==> config.mk <==
export PLATFORM = sky130hd
export DESIGN_NAME = fetch_redirect_unit
export DESIGN_NICKNAME = d
export VERILOG_FILES = /design/src/rtl/fetch_redirect_unit.sv
export SDC_FILE = /design/constraint.sdc
export NUM_CORES = 1
export LEC_CHECK = 0
export BUFFER_PORTS_ARGS = -buffer_cell sky130_fd_sc_hd__buf_4
export CAP_MARGIN = 20
export CORE_ASPECT_RATIO = 1.75
export CORE_UTILIZATION = 55
export CTS_CLUSTER_DIAMETER = 50
export DETAILED_ROUTE_END_ITERATION = 7
export GPL_ROUTABILITY_DRIVEN = 0
export HOLD_SLACK_MARGIN = 0.03
export PLACE_DENSITY = 0.94
export SETUP_SLACK_MARGIN = 0.15
export SKIP_CTS_REPAIR_TIMING = 1
export SLEW_MARGIN = 10
export SYNTH_ARGS = -nofsm -noshare
export SYNTH_HDL_FRONTEND = slang
export SYNTH_SLANG_ARGS = --single-unit
==> constraint.sdc <==
create_clock -name clk -period 3.5 [get_ports clk]
set_input_delay 0.525 -clock clk [delete_from_list [all_inputs] [get_ports clk]]
set_output_delay 0.525 -clock clk [all_outputs]
set_load 0.005 [all_outputs]
==> src/rtl/fetch_redirect_unit.sv <==
// Instruction-fetch front end: owns the PC, issues one word fetch at a time, and redirects/squashes on branches.
// Optional misaligned-target halt is enabled by defining FETCH_MISALIGN_TRAP_EN.
module fetch_redirect_unit #(
  parameter logic [31:0] RESET_PC  = 32'h0000_0000,
  parameter logic [31:0] NOP_INSTR = 32'h0000_0013
) (
  input  logic        clk,
  input  logic        rst,
  input  logic        do_branch,
  input  logic [31:0] branch_target,
  output logic        imem_req,
  output logic [31:0] imem_addr,
  input  logic        imem_gnt,
  input  logic        imem_rvalid,
  input  logic [31:0] imem_rdata,
  output logic        if_valid,
  output logic [31:0] if_pc,
  output logic [31:0] if_instr,
  input  logic        if_ready,
  output logic        flush
`ifdef FETCH_MISALIGN_TRAP_EN
  ,
  output logic        misalign_trap
`endif
);

  typedef enum logic [2:0] {
    S_IDLE = 3'd0,
    S_REQ  = 3'd1,
    S_RESP = 3'd2,
    S_HOLD = 3'd3,
    S_DROP = 3'd4,
    S_HALT = 3'd5
  } state_t;

  state_t      state_q, state_d;
  logic [31:0] pc_q, pc_d;
  logic [31:0] req_pc_q, req_pc_d;
  logic        if_valid_q, if_valid_d;
  logic [31:0] if_pc_q, if_pc_d;
  logic [31:0] if_instr_q, if_instr_d;
  logic        flush_q, flush_d;
  logic        trap_hit;
  logic [31:0] addr_out;

`ifdef FETCH_MISALIGN_TRAP_EN
  logic trap_q, trap_d;
  assign trap_hit      = do_branch & (branch_target[1:0] != 2'b00);
  assign misalign_trap = trap_q;
  // The PC keeps the raw target; a misaligned one never reaches memory because the FSM halts.
  assign addr_out      = pc_q;
`else
  assign trap_hit      = 1'b0;
  assign addr_out      = {pc_q[31:2], 2'b00};
`endif

  always_ff @(posedge clk) begin
    if (rst) begin
      state_q <= S_IDLE;
    end else begin
      state_q <= state_d;
    end
  end

  always_comb begin
    state_d = state_q;
    if (do_branch) begin
      if (trap_hit) begin
        state_d = S_HALT;
      end else begin
        unique case (state_q)
          S_IDLE:  state_d = S_REQ;
          S_REQ:   state_d = imem_gnt ? S_DROP : S_REQ;
          S_RESP:  state_d = imem_rvalid ? S_REQ : S_DROP;
          S_HOLD:  state_d = S_REQ;
          // A response landing together with the redirect is the one DROP was waiting for.
          S_DROP:  state_d = imem_rvalid ? S_REQ : S_DROP;
          S_HALT:  state_d = S_HALT;
          default: state_d = S_REQ;
        endcase
      end
    end else begin
      unique case (state_q)
        S_IDLE:  state_d = S_REQ;
        S_REQ:   state_d = imem_gnt ? S_RESP : S_REQ;
        S_RESP:  state_d = imem_rvalid ? S_HOLD : S_RESP;
        S_HOLD:  state_d = (if_valid_q && if_ready) ? S_REQ : S_HOLD;
        S_DROP:  state_d = imem_rvalid ? S_REQ : S_DROP;
        S_HALT:  state_d = S_HALT;
        default: state_d = S_IDLE;
      endcase
    end
  end

  assign imem_req  = (state_q == S_REQ);
  assign imem_addr = addr_out;
  assign if_valid  = if_valid_q;
  assign if_pc     = if_pc_q;
  assign if_instr  = if_instr_q;
  assign flush     = flush_q;

  always_comb begin
    pc_d       = pc_q;
    req_pc_d   = req_pc_q;
    if_valid_d = if_valid_q;
    if_pc_d    = if_pc_q;
    if_instr_d = if_instr_q;
    flush_d    = do_branch;
`ifdef FETCH_MISALIGN_TRAP_EN
    trap_d     = trap_q | trap_hit;
`endif
    if (do_branch) begin
      pc_d       = branch_target;
      if_valid_d = 1'b0;
      if_instr_d = NOP_INSTR;
    end else begin
      unique case (state_q)
        S_REQ: begin
          if (imem_gnt) begin
            pc_d     = pc_q + 32'd4;
            req_pc_d = addr_out;
          end
        end
        S_RESP: begin
          if (imem_rvalid) begin
            if_instr_d = imem_rdata;
            if_pc_d    = req_pc_q;
            if_valid_d = 1'b1;
          end
        end
        S_HOLD: begin
          if (if_valid_q && if_ready) begin
            if_valid_d = 1'b0;
            if_instr_d = NOP_INSTR;
          end
        end
        default: begin
        end
      endcase
    end
  end

  always_ff @(posedge clk) begin
    if (rst) begin
      pc_q       <= RESET_PC;
      req_pc_q   <= RESET_PC;
      if_valid_q <= 1'b0;
      if_pc_q    <= 32'h0000_0000;
      if_instr_q <= NOP_INSTR;
      flush_q    <= 1'b0;
`ifdef FETCH_MISALIGN_TRAP_EN
      trap_q     <= 1'b0;
`endif
    end else begin
      pc_q       <= pc_d;
      req_pc_q   <= req_pc_d;
      if_valid_q <= if_valid_d;
      if_pc_q    <= if_pc_d;
      if_instr_q <= if_instr_d;
      flush_q    <= flush_d;
`ifdef FETCH_MISALIGN_TRAP_EN
      trap_q     <= trap_d;
`endif
    end
  end

endmodule

### Word level (Yosys, flattened, before mapping)

Cells that the tools add are included.

* register bits: 129
* input port bits: 70
* output and inout port bits: 99
* word-level logic and storage cells: 44

* add/subtract/negate cells: 1
* equal/unequal tests: 7
* multiplexer cells: 17
* bitwise operators: 1
* reductions and logical operators: 11

Operators with widths (number)
* 32-bit two-way mux: 5
* 32-bit one-hot mux with 2 select lines: 1
* 32-bit by 3-bit adder with 32-bit output (second input constant): 1
* 3-bit one-hot mux with 6 select lines: 1
* 3-bit two-way mux: 3
* 3-bit one-hot mux with 3 select lines: 1
* 3-bit AND reduction: 3
* 3-bit by 2-bit equality test with 1-bit output (second input constant): 2
* 3-bit equality test (second input constant): 2
* 2-bit nonzero test: 3
* 2-bit two-way mux: 2
* 2-bit inequality test (second input constant): 2
* 2-bit OR reduction: 2
* 3-bit by 1-bit equality test with 1-bit output (second input constant): 1
* 3-bit zero test: 1
* 1-bit two-way mux: 3
* 1-bit one-hot mux with 2 select lines: 1
* 2-bit AND reduction: 1
* 1-bit logical AND: 1
* 1-bit NOT: 1

### Longest topological paths before layout

Gate-level depths: netlist of the first run.

* word-level depth: 4
* mapped depth: 8
* gate-level depth less buffers: 5

### Worst setup path before layout of the first run

Ideal clock, no wire load.

* kind: in2reg
* start: in imem_gnt
* end: reg pc_q[19]
* arrival: 1.979 ns
* slack: 1.430 ns
* stages on the path: 5
* cells stage by stage: nand4bb_1 > or4_1 > buf_2 > or4_1 > a311oi_1

* word-level cells in the longest chain between the ends: 2

RTL lines
* from (decl): RTL line 13 `input logic imem_gnt,`
* 2-bit nonzero test (no source line)
* 2-bit AND reduction (no source line)
* to (signal assigned): RTL line 155 `pc_q <= pc_d;`
* to (decl): RTL line 37 `logic [31:0] pc_q, pc_d;`

No other way between the ends.
A chain may end at the register's enable or synchronous reset.

### Final worst setup path of the first run

* start: reg state_q[1]
* end: reg if_pc_q[25], in the netlist if_pc[25]

* word-level cells in the longest chain between the ends: 2

RTL lines
* from (decl): RTL line 36 `state_t state_q, state_d;`
* from (signal assigned): RTL line 61 `state_q <= state_d;`
* 3-bit by 2-bit equality test with 1-bit output: RTL line 117 `unique case (state_q)`
* 3-bit AND reduction (no source line)
* to (signal assigned): RTL line 158 `if_pc_q <= if_pc_d;`
* to (decl): RTL line 40 `logic [31:0] if_pc_q, if_pc_d;`

No other way between the ends.

==> results by group, run 1 <==
Status
  • Outcome: finished clean

Layout
  • Nets: 863
  • Syn-to-layout area delta: 35.1%
  • Share of layout cells above drive strength 1: 0.266
  • ANT cells: 0
  • # fillers: 636
  • Area of the multi-input gates: 2510 µm²
  • Finished Core Util: 0.760
  • Seq. cell area: 2540 µm²
  • Post-route insts no fill: 926

Clock network
  • Clock Pin Slew Worst Setup and Hold Paths: 0.06 ns
  • TritonCTS buffer count: 17
  • Worst skew pair latency: 0.42 ns
  • Clk buf depth: 2
  • H-tree depth: 4
  • Sink Count: 127
  • Root buf cell: clkbuf_16
  • CTS tree: done

Place
  • Detail Placement HPWL: 11.1 mm
  • PortBufs: 162
  • Dpl cells: 894

Yosys
  • Netlist cell types: 55
  • Post-Syn Area per Cell: 8.10 µm²
  • Main flop type after synthesis: dfxtp_1
  • Mux contribution to synthesized area: 0.00189
  • Post-synth EDFFs: 0
  • #FFs+latches synth: 127
  • Ys Warns: 0
  • Simple-gate share of the synthesized area: 0.253
  • Share of flip-flops with an asynchronous set or reset: 0
  • Mapped Area: 5290 µm²
  • Synth Area in Adders: 0.00236
  • Sequential element share of the synthesized area: 0.480
  • Post-synthesis xor/xnor area fraction: 0.0149
  • Cells after Synth: 653
  • Largest family of logic cells by synthesized area: simple AND/OR/NAND/NOR gates
  • Synth Area in Compound Gates: 0.193

Routing
  • DRT Pass-1 Iters: 5
  • Antenna viol nets, final: 0
  • DRC: 0
  • Via Count: 5688
  • Overall routed net length: 16.6 mm
  • Drt wl/cell: 18.0 µm
  • Number of DRC markers in iteration 0: 642
  • Vias/cell: 6.14

Worst setup path
  • Required time worst endpoint: 3.75 ns
  • Reg2reg start: state_q[1]$_SDFF_PP0_
  • CP max FO: 32
  • CP Launch Type: flop
  • Crit path DAT: 2.76 ns
  • Crit-path max cell delay: 0.65 ns
  • Critical Path Sink Type: flop
  • Worst path cell trace: nor4bb_4 -> buf_4 -> nand2_1 -> nand2_1 -> a21oi_1
  • Crit. Startpoint: state_q[1]$_SDFF_PP0_
  • Top cell by count, worst path: nand2_1
  • Max stage delay cell, worst path: nand2_1
  • Worst Setup Path Type: reg -> reg

GRT
  • Grt ovf: 0
  • Vias in the first global route: 5441
  • Maximum number of pins on one net before global-route repair: 92
  • Initial antenna violation count: 0
  • GRT busiest layer: met2
  • Total GRT Usage: 0.331
  • Met2 global-route usage: 0.574
  • Met3 usage: 0.0830
  • First-pass GRT wire length: 26.3 mm
  • Met1 Use GR: 0.358

STA
  • Setup TNS: 0 ns
  • Hold Vio Cnt, Final: 0
  • Tmin final: 2.51 ns
  • Max_slew headroom: 0.213
  • Worst-Margin Slew: 1.18 ns
  • Fin Clk Skew: 0.00759 ns
  • Max Freq: 0.399 GHz
  • Fin. max-slew vios: 0
  • RSZ-0062 raised after global routing: no
  • Final setup vio count: 0
  • Final Hold Slack: 0.334 ns
  • Final Cycle Share: 0.717

Floorplan
  • Site Rows: 47
  • Io pins: 169
  • Die height: 132 µm
  • Placeable Area: 9410 µm²
  • DIE AREA: 10000 µm²
  • Die width: 76.1 µm
  • Initial Utilization: 0.562

Job
  • Max cap viols: 0

Power
  • Worst vdd ir: 0.417 mV
  • Leakage power figure: 0.00274 µW
  • Total power density per cell area: 496 nW/µm²

Worst hold path
  • Hold Path Origin: branch_target[18]
  • Worst Hold Class: in -> reg
==> path summary, 6_finish.rpt <==
path	depth (start not counted)	end	slack, ns
min	3	pc_q[18]$_SDFFE_PP0P_	0.33
max reg2reg	5	if_pc[25]$_SDFFE_PP0P_	0.99
max	5	if_pc[25]$_SDFFE_PP0P_	0.99
min reg2reg	2	if_pc[5]$_SDFFE_PP0P_	0.45
==> area by class of cell <==
| class | instances | share of cell area |
|---|---|---|
| clock buffer | 18 | 0.0614 |
| inverter | 13 | 0.00683 |
| sequential | 127 | 0.356 |
| tap | 122 | 0.0214 |
| multi-input combinational | 459 | 0.352 |
| timing repair buffer | 174 | 0.183 |
| clock inverter | 13 | 0.0194 |
==> Yosys cell counts, types with 2 or more instances <==
master / instances / area [µm²]
nand2_1: 145 / 544
dfxtp_1: 127 / 2540
a21oi_1: 64 / 320
clkbuf_1: 50 / 188
nor2_1: 49 / 184
a22oi_1: 32 / 240
nand3_1: 21 / 105
nor4_1: 15 / 93.8
inv_1: 12 / 45.0
nand4_1: 12 / 75.1
a211oi_1: 11 / 82.6
or4_1: 10 / 75.1
a31oi_1: 8 / 50.1
a2111oi_0: 6 / 52.6
xnor2_1: 6 / 52.6
a311oi_1: 5 / 43.8
and4_1: 5 / 43.8
nor3_1: 5 / 25.0
o211ai_1: 5 / 37.5
buf_4: 4 / 30.0
nor2b_1: 4 / 25.0
o21ai_0: 4 / 20.0
or3_1: 4 / 25.0
a32o_1: 3 / 30.0
and2_1: 3 / 18.8
o22ai_1: 3 / 18.8
o31ai_1: 3 / 22.5
xor2_1: 3 / 26.3
and3_1: 2 / 12.5
buf_1: 2 / 7.51
nand4bb_1: 2 / 22.5
nor3b_1: 2 / 15.0
nor4bb_1: 2 / 20.0
o2111ai_1: 2 / 17.5
or2_2: 2 / 12.5
==> flip-flops by register name, indices dropped and copies added (netlist names) <==
| signal | flops |
|---|---|
| req_pc_q | 30 |
| flush | 1 |
| if_instr | 32 |
| if_valid | 1 |
| pc_q | 30 |
| if_pc | 30 |
| state_q | 3 |
==> worst max-delay path: cells and delay by family, from the launching register on <==
kind,cells,cell delay (ns)
AO/OA/AOI/OAI,1,0.11
buffers and inverters,1,0.37
flip-flops,1,0.58
AND/OR/NAND/NOR,3,1.28
==> logic make-up (layout without fill, tap and decap cells) <==
kind of cell / Yosys count / in the layout
compound gates: 156 / 156
xor+xnor: 9 / 9
fa+ha+maj: 1 / 1
buf+inv: 70 / 218
flops: 127 / 127
mux: 1 / 1
other cells: 1 / 4
simple gates: 288 / 288
==> power breakdown <==
group	internal, µW	total [µW]	switching (µW)
combinational	137	275	138
sequential	1480	1550	69.7
clock	1060	1720	655
==> stage by stage <==
stage                     cell area (µm²)  setup WS [ns]  power, µW
after floorplan                      5300           1.43       1690
after global placement               6560          0.999       1830
after detailed placement             6560          0.967       1850
after CTS                            7140          0.998       3540
after global routing                 7150          0.791       3650
final                                7150          0.992       3550
==> layer usage <==
layer,share of wire,up-vias,routed length [µm]
li1,-,2594,-
met1,0.35,2626,5760
met2,0.52,400,8650
met3,0.090,68,1500
met4,0.044,0,731
met5,0,-,0
==> layout by cell type (no fill, tap or decap), drive strengths merged, types with 4 or more instances in the layout <==
master   instances
a21oi           64
nand2          145
dfxtp          127
conb             4
a311oi           5
nor2b            4
clkbuf          18
a211oi          11
a22oi           32
a31oi            8
nand4           13
xnor2            6
o211ai           5
a2111oi          6
nor3             5
inv             14
and4             5
o21ai            4
buf            174
or3              4
or4             10
nor2            49
nor4            15
clkinv           8
nand3           22
No activity file was read; power rests on OpenSTA's default activity.
==> inputs of run 2 (changes only) <==
--- a/config.mk
+++ b/config.mk
@@ -8,12 +8,12 @@
 export BUFFER_PORTS_ARGS = -buffer_cell sky130_fd_sc_hd__buf_4
 export CAP_MARGIN = 20
 export CORE_ASPECT_RATIO = 1.75
-export CORE_UTILIZATION = 55
+export CORE_UTILIZATION = 51
 export CTS_CLUSTER_DIAMETER = 50
 export DETAILED_ROUTE_END_ITERATION = 7
 export GPL_ROUTABILITY_DRIVEN = 0
 export HOLD_SLACK_MARGIN = 0.03
-export PLACE_DENSITY = 0.94
+export PLACE_DENSITY = 0.89
 export SETUP_SLACK_MARGIN = 0.15
 export SKIP_CTS_REPAIR_TIMING = 1
 export SLEW_MARGIN = 10
==> constraint.sdc (replaced) <==
create_clock -name clk -period 2.45 [get_ports clk]
set_input_delay 0.3675 -clock clk [delete_from_list [all_inputs] [get_ports clk]]
set_output_delay 0.3675 -clock clk [all_outputs]
set_load 0.005 [all_outputs]
==> run 2 against run 1 <==
Effect of this change: the run now ends with DRC left; worst hold slack got worse by 0.15 ns; via count decreased by 1.1%; count of clock-buffer cells in the layout unchanged; core utilization decreased by 3.4 points; critical path type unchanged; critical endpoint is now pc_q[20]$_SDFFE_PP0P_; largest cell class unchanged.
==> results by group, run 2 (same netlist as run 1, synthesis figures left out) <==
Clock network
  • TritonCTS buffer count: 17 (unchanged)
  • Clock Pin Slew Worst Setup and Hold Paths: 0.06 ns (about the same)
  • CTS tree: done
  • Worst skew pair latency: 0.41 ns (about the same)
  • Sink Count: 127 (unchanged)
  • Clk buf depth: 2 (unchanged)
  • H-tree depth: 4 (unchanged)
  • Root buf cell: clkbuf_16

Power
  • Switching pwr: 1260 µW (+47%)
  • Worst vdd ir: 0.561 mV (+34%)
  • Clock share of power: 0.464 (-0.020)
  • Switch share: 0.258 (+0.0149)
  • Total power density per cell area: 677 nW/µm² (+37%)
  • Leakage power figure: 0.00278 µW (+1.3%)
  • Cell Int Power: 3630 µW (+35%)
  • Combinational Power Share: 0.086 (+0.008)
  • Reg power frac: 0.450 (+0.012)

Worst setup path
  • Worst r2r dst: pc_q[20]$_SDFFE_PP0P_
  • Critical Path Sink Type: flop
  • CP Launch Type: flop
  • Crit path DAT: 2.50 ns (-0.26 ns)
  • Reg2reg start: pc_q[3]$_SDFFE_PP0P_
  • R2r setup slk: 0.26 ns (-0.73 ns)
  • Required time worst endpoint: 2.76 ns (-0.99 ns)
  • CP max FO: 7 (-78%)
  • Worst Setup Path Type: reg -> reg
  • R2R cell count: 5 (unchanged)

Floorplan
  • Initial Utilization: 0.531 (-0.0316)
  • DIE AREA: 10800 µm² (+7.7%)
  • Die width: 79.0 µm (+3.7%)
  • Placeable Area: 9970 µm² (+6.0%)
  • Die height: 137 µm (+3.8%)
  • Io pins: 169 (unchanged)
  • Site Rows: 48 (+2.1%)

Layout
  • Nets: 876 (+1.5%)
  • Commonest non-fill, non-tap cell in the layout: buf_4
  • Most frequent cells in the layout: buf_4 (186), nand2_1 (145), dfxtp_1 (127)
  • Share of layout cells above drive strength 1: 0.279 (+0.0126)
  • ANT cells: 0 (unchanged)
  • Max reg flops: 32 (unchanged)
  • Design area: 7230 µm² (+1.2%)
  • Syn-to-layout area delta: 36.7%

Place
  • Area post-placement: 6680 µm² (+1.9%)
  • Post-Place Worst Slack: 0.294 ns (-0.672 ns)
  • Detail Placement HPWL: 11.2 mm (+1.4%)
  • PortBufs: 162 (unchanged)

STA
  • Final Cycle Share: 0.894 (+0.177)
  • Final Hold Slack: 0.188 ns (-0.147 ns)
  • Final setup vio count: 0 (unchanged)
  • Setup TNS: 0 ns (unchanged)
  • RSZ-0062 raised after global routing: no
  • Tmin final: 2.19 ns (-0.319 ns)
  • Fin. max-slew vios: 0 (unchanged)
  • Fin Clk Skew: 0.00673 ns (-0.000857 ns)
  • Worst Setup Slack, final: 0.261 ns (-0.731 ns)
  • Hold Vio Cnt, Final: 0 (unchanged)
  • Max Freq: 0.457 GHz (+15%)
  • Worst-Margin Slew: 0.850 ns (-0.326 ns)
  • Max_slew headroom: 0.432 (+0.218)

Routing
  • Number of DRC markers in iteration 0: 551 (-14%)
  • Vias/cell: 5.97 (-2.9%)
  • Via Count: 5625 (-1.1%)
  • DRC: 8 (+8)
  • DRT Pass-1 Iters: 8 (+3)
  • Drt wl/cell: 17.2 µm (-4.2%)
  • Antenna viol nets, final: 0 (unchanged)
  • Overall routed net length: 16.2 mm (-2.4%)

GRT
  • Total GRT Usage: 0.308 (-0.0231)
  • Initial antenna violation count: 0 (unchanged)
  • First-pass GRT wire length: 25.8 mm (-1.8%)
  • Maximum number of pins on one net before global-route repair: 37 (-60%)
  • Vias in the first global route: 5417 (-0.44%)
  • Grt ovf: 0 (unchanged)

Worst hold path
  • Hold endpoint: pc_q[18]$_SDFFE_PP0P_
  • Worst hold stages: 3 (unchanged)
  • Worst Hold Class: in -> reg
  • Hold Path Origin: branch_target[18]

Status
  • Outcome: finished with violations
  • Failing checks: DRC

Job
  • Max cap viols: 0 (unchanged)
[run 2: cell count changes in the layout (fill, tap and decap cells not counted), moves of 2 or more]
cell	previous run	this run
inv_6	2	4
bufinv_16	2	0
clkinvlp_4	2	4
buf_4	173	186
[run 2: worst max path at each step]
stage	from	endpoint	slack, ns	depth (start not counted)
global route	pc_q[3]$_SDFFE_PP0P_	pc_q[20]$_SDFFE_PP0P_	0.19	5
finish	pc_q[3]$_SDFFE_PP0P_	pc_q[20]$_SDFFE_PP0P_	0.26	5
global placement	pc_q[3]$_SDFFE_PP0P_	pc_q[20]$_SDFFE_PP0P_	0.40	5
detailed placement	pc_q[3]$_SDFFE_PP0P_	pc_q[20]$_SDFFE_PP0P_	0.29	5
floorplan	pc_q[12]$_SDFFE_PP0P_	pc_q[22]$_SDFFE_PP0P_	0.48	6
CTS	pc_q[3]$_SDFFE_PP0P_	pc_q[20]$_SDFFE_PP0P_	0.27	5
[run 2: worst max-delay path, cell delays in order, from the launching register on]
cell and delay, ns:
dfxtp_1 0.44, ha_2 0.28, nand2_1 0.18, or3_1 0.42
or4_1 0.48, a311oi_1 0.28
[run 2: per-layer routing]
layer	wire length (µm)	global-route usage	part of all wire	vias up
li1	-	-	-	2634
met1	5750	0.321	0.35	2598
met2	8470	0.561	0.52	325
met3	1360	0.0807	0.084	68
met4	663	0.148	0.041	0
met5	0	0	0	-
[run 2: layout make-up]
cell class | count | area, µm²
timing repair buffer | 187 | 1420
inverter | 13 | 48.8
tap | 125 | 156
sequential | 127 | 2540
clock inverter | 14 | 109
multi-input combinational | 459 | 2530
clock buffer | 18 | 429
fill | 746 | 2740
[run 2: power by group through the flow]
stage	combinational (µW)	sequential [µW]	clock, µW
after floorplan	196	2220	0
after detailed placement	412	2240	0
final	422	2200	2270
after global routing	454	2210	2390
after global placement	396	2240	0
after CTS	415	2200	2300
[run 2: metrics by stage]
stage	utilization	std cells	total power, µW
2_1_floorplan	-	656	2420
3_3_place_gp	0.670	911	2630
3_5_place_dp	0.670	911	2650
4_1_cts	0.724	943	4910
5_1_grt	0.725	943	5050
6_report	0.725	943	4900
==> inputs of run 3 (changes only) <==
--- a/config.mk
+++ b/config.mk
@@ -13,7 +13,7 @@
 export DETAILED_ROUTE_END_ITERATION = 7
 export GPL_ROUTABILITY_DRIVEN = 0
 export HOLD_SLACK_MARGIN = 0.03
-export PLACE_DENSITY = 0.89
+export PLACE_DENSITY = 0.8
 export SETUP_SLACK_MARGIN = 0.15
 export SKIP_CTS_REPAIR_TIMING = 1
 export SLEW_MARGIN = 10
==> run 3 against run 2 <==
Effect of this change: core utilization decreased by 0.24 points; largest power group unchanged; the run now ends clean; via count down 1.8%; cell count unchanged; setup slack better by 0.0065 ns; first-iteration DRC count fell by 25%; critical endpoint unchanged.
==> results by group, run 3 (same netlist as run 1, synthesis figures left out) <==
STA
  • Final Cycle Share: 0.891 (-0.00263)
  • Final setup vio count: 0 (unchanged)
  • Max_slew headroom: 0.595 (+0.164)
  • RSZ-0062 raised after global routing: no
  • Final Hold Slack: 0.191 ns (+0.00312 ns)
  • Hold Vio Cnt, Final: 0 (unchanged)
  • Setup TNS: 0 ns (unchanged)
  • Fin Clk Skew: 0.00671 ns (-0.0000259 ns)
  • Max Freq: 0.458 GHz (+0.30%)
  • Fin. max-slew vios: 0 (unchanged)
  • Tmin final: 2.18 ns (-0.00645 ns)
  • Worst-Margin Slew: 0.601 ns (-0.248 ns)

Floorplan
  • Die width: 79.0 µm (unchanged)
  • DIE AREA: 10800 µm² (unchanged)
  • Site Rows: 48 (unchanged)
  • Die height: 137 µm (unchanged)
  • Initial Utilization: 0.531 (unchanged)
  • Io pins: 169 (unchanged)
  • Placeable Area: 9970 µm² (unchanged)

Power
  • Total power density per cell area: 676 nW/µm² (-0.23%)
  • Worst vdd ir: 0.545 mV (-2.8%)
  • Leakage power figure: 0.00278 µW (+0.23%)

Clock network
  • H-tree depth: 4 (unchanged)
  • Worst skew pair latency: 0.41 ns (about the same)
  • Clk buf depth: 2 (unchanged)
  • Root buf cell: clkbuf_16
  • CTS tree: done
  • TritonCTS buffer count: 17 (unchanged)
  • Clock Pin Slew Worst Setup and Hold Paths: 0.06 ns (about the same)
  • Sink Count: 127 (unchanged)

Routing
  • DRC: 0 (-8)
  • Drt wl/cell: 16.7 µm (-2.9%)
  • Vias/cell: 5.86 (-1.8%)
  • Number of DRC markers in iteration 0: 414 (-25%)
  • Antenna viol nets, final: 0 (unchanged)
  • Via Count: 5525 (-1.8%)
  • Overall routed net length: 15.8 mm (-2.9%)
  • DRT Pass-1 Iters: 5 (-3)

Layout
  • ANT cells: 0 (unchanged)
  • Post-route insts no fill: 943 (unchanged)
  • Commonest non-fill, non-tap cell in the layout: buf_4
  • Most frequent cells in the layout: buf_4 (187), nand2_1 (145), dfxtp_1 (127)
  • Max reg flops: 32 (unchanged)
  • Syn-to-layout area delta: 36.2%
  • Share of layout cells above drive strength 1: 0.279 (unchanged)
  • # fillers: 779 (+4.4%)
  • Nets: 877 (+0.11%)

Place
  • Dpl cells: 912 (+0.11%)
  • Detail Placement HPWL: 11.2 mm (about the same)
  • PortBufs: 162 (unchanged)

GRT
  • Initial antenna violation count: 0 (unchanged)
  • Maximum number of pins on one net before global-route repair: 57 (+54%)
  • Vias in the first global route: 5295 (-2.3%)
  • First-pass GRT wire length: 24.8 mm (-3.8%)
  • Grt ovf: 0 (unchanged)
  • Total GRT Usage: 0.294 (-0.0144)

Worst setup path
  • Critical Path Sink Type: flop
  • CP Launch Type: flop
  • R2r setup slk: 0.27 ns (about the same)
  • Required time worst endpoint: 2.77 ns (about the same)
  • CP max FO: 7 (unchanged)
  • Worst Setup Path Type: reg -> reg
  • Crit path DAT: 2.50 ns (about the same)

Worst hold path
  • Worst Hold Class: in -> reg

Job
  • Max cap viols: 0 (unchanged)

Status
  • Outcome: finished clean
==> run 3: cell type report <==
type                    instances  area (µm²)  share of cell area
repair buffers                188        1420               0.196
well taps                     125         156              0.0217
multi-input cells             459        2510               0.349
clock buffers                  18         439              0.0609
flip-flops and latches        127        2540               0.353
clock inverters                13        90.1              0.0125
inverters                      13        48.8             0.00677
==> run 3: path summary, 6_finish.rpt <==
check,startpoint,to,cells after the start
setup reg to reg,pc_q[2]$_SDFFE_PP0P_,pc_q[20]$_SDFFE_PP0P_,5
hold / removal,imem_rdata[0],if_instr[0]$_SDFFE_PP1P_,3
hold reg to reg,if_pc[12]$_SDFFE_PP0P_,if_pc[12]$_SDFFE_PP0P_,2
setup / recovery,pc_q[2]$_SDFFE_PP0P_,pc_q[20]$_SDFFE_PP0P_,5
==> run 3: per-stage QoR <==
stage / setup WS [ns] / total power, µW / cell area [µm²] / util
after floorplan: 0.477 / 2420 / 5300 / -
after global routing: 0.158 / 5030 / 7210 / 0.723
after detailed placement: 0.289 / 2650 / 6680 / 0.670
after CTS: 0.272 / 4880 / 7210 / 0.723
final: 0.267 / 4870 / 7210 / 0.723
after global placement: 0.359 / 2640 / 6670 / 0.669
==> run 3: power breakdown <==
group | switching [µW] | internal [µW] | leakage (µW)
clock network | 940 | 1310 | 0.000255
registers | 77.1 | 2120 | 0.00103
logic | 216 | 207 | 0.00150
total | 1230 | 3640 | 0.00278
==> run 3: critical path: stages (launching register included) <==
cell and delay, ns:
dfxtp_1 0.46, ha_1 0.28, nand2_1 0.18, or3_1 0.41, or4_1 0.48, a311oi_1 0.29
==> run 3: per-layer routing <==
| metal | share of wire | track usage | up-vias |
|---|---|---|---|
| li1 | - | - | 2623 |
| met1 | 0.37 | 0.324 | 2588 |
| met2 | 0.53 | 0.507 | 261 |
| met3 | 0.065 | 0.0667 | 53 |
| met4 | 0.037 | 0.173 | 0 |
| met5 | 0 | 0 | - |
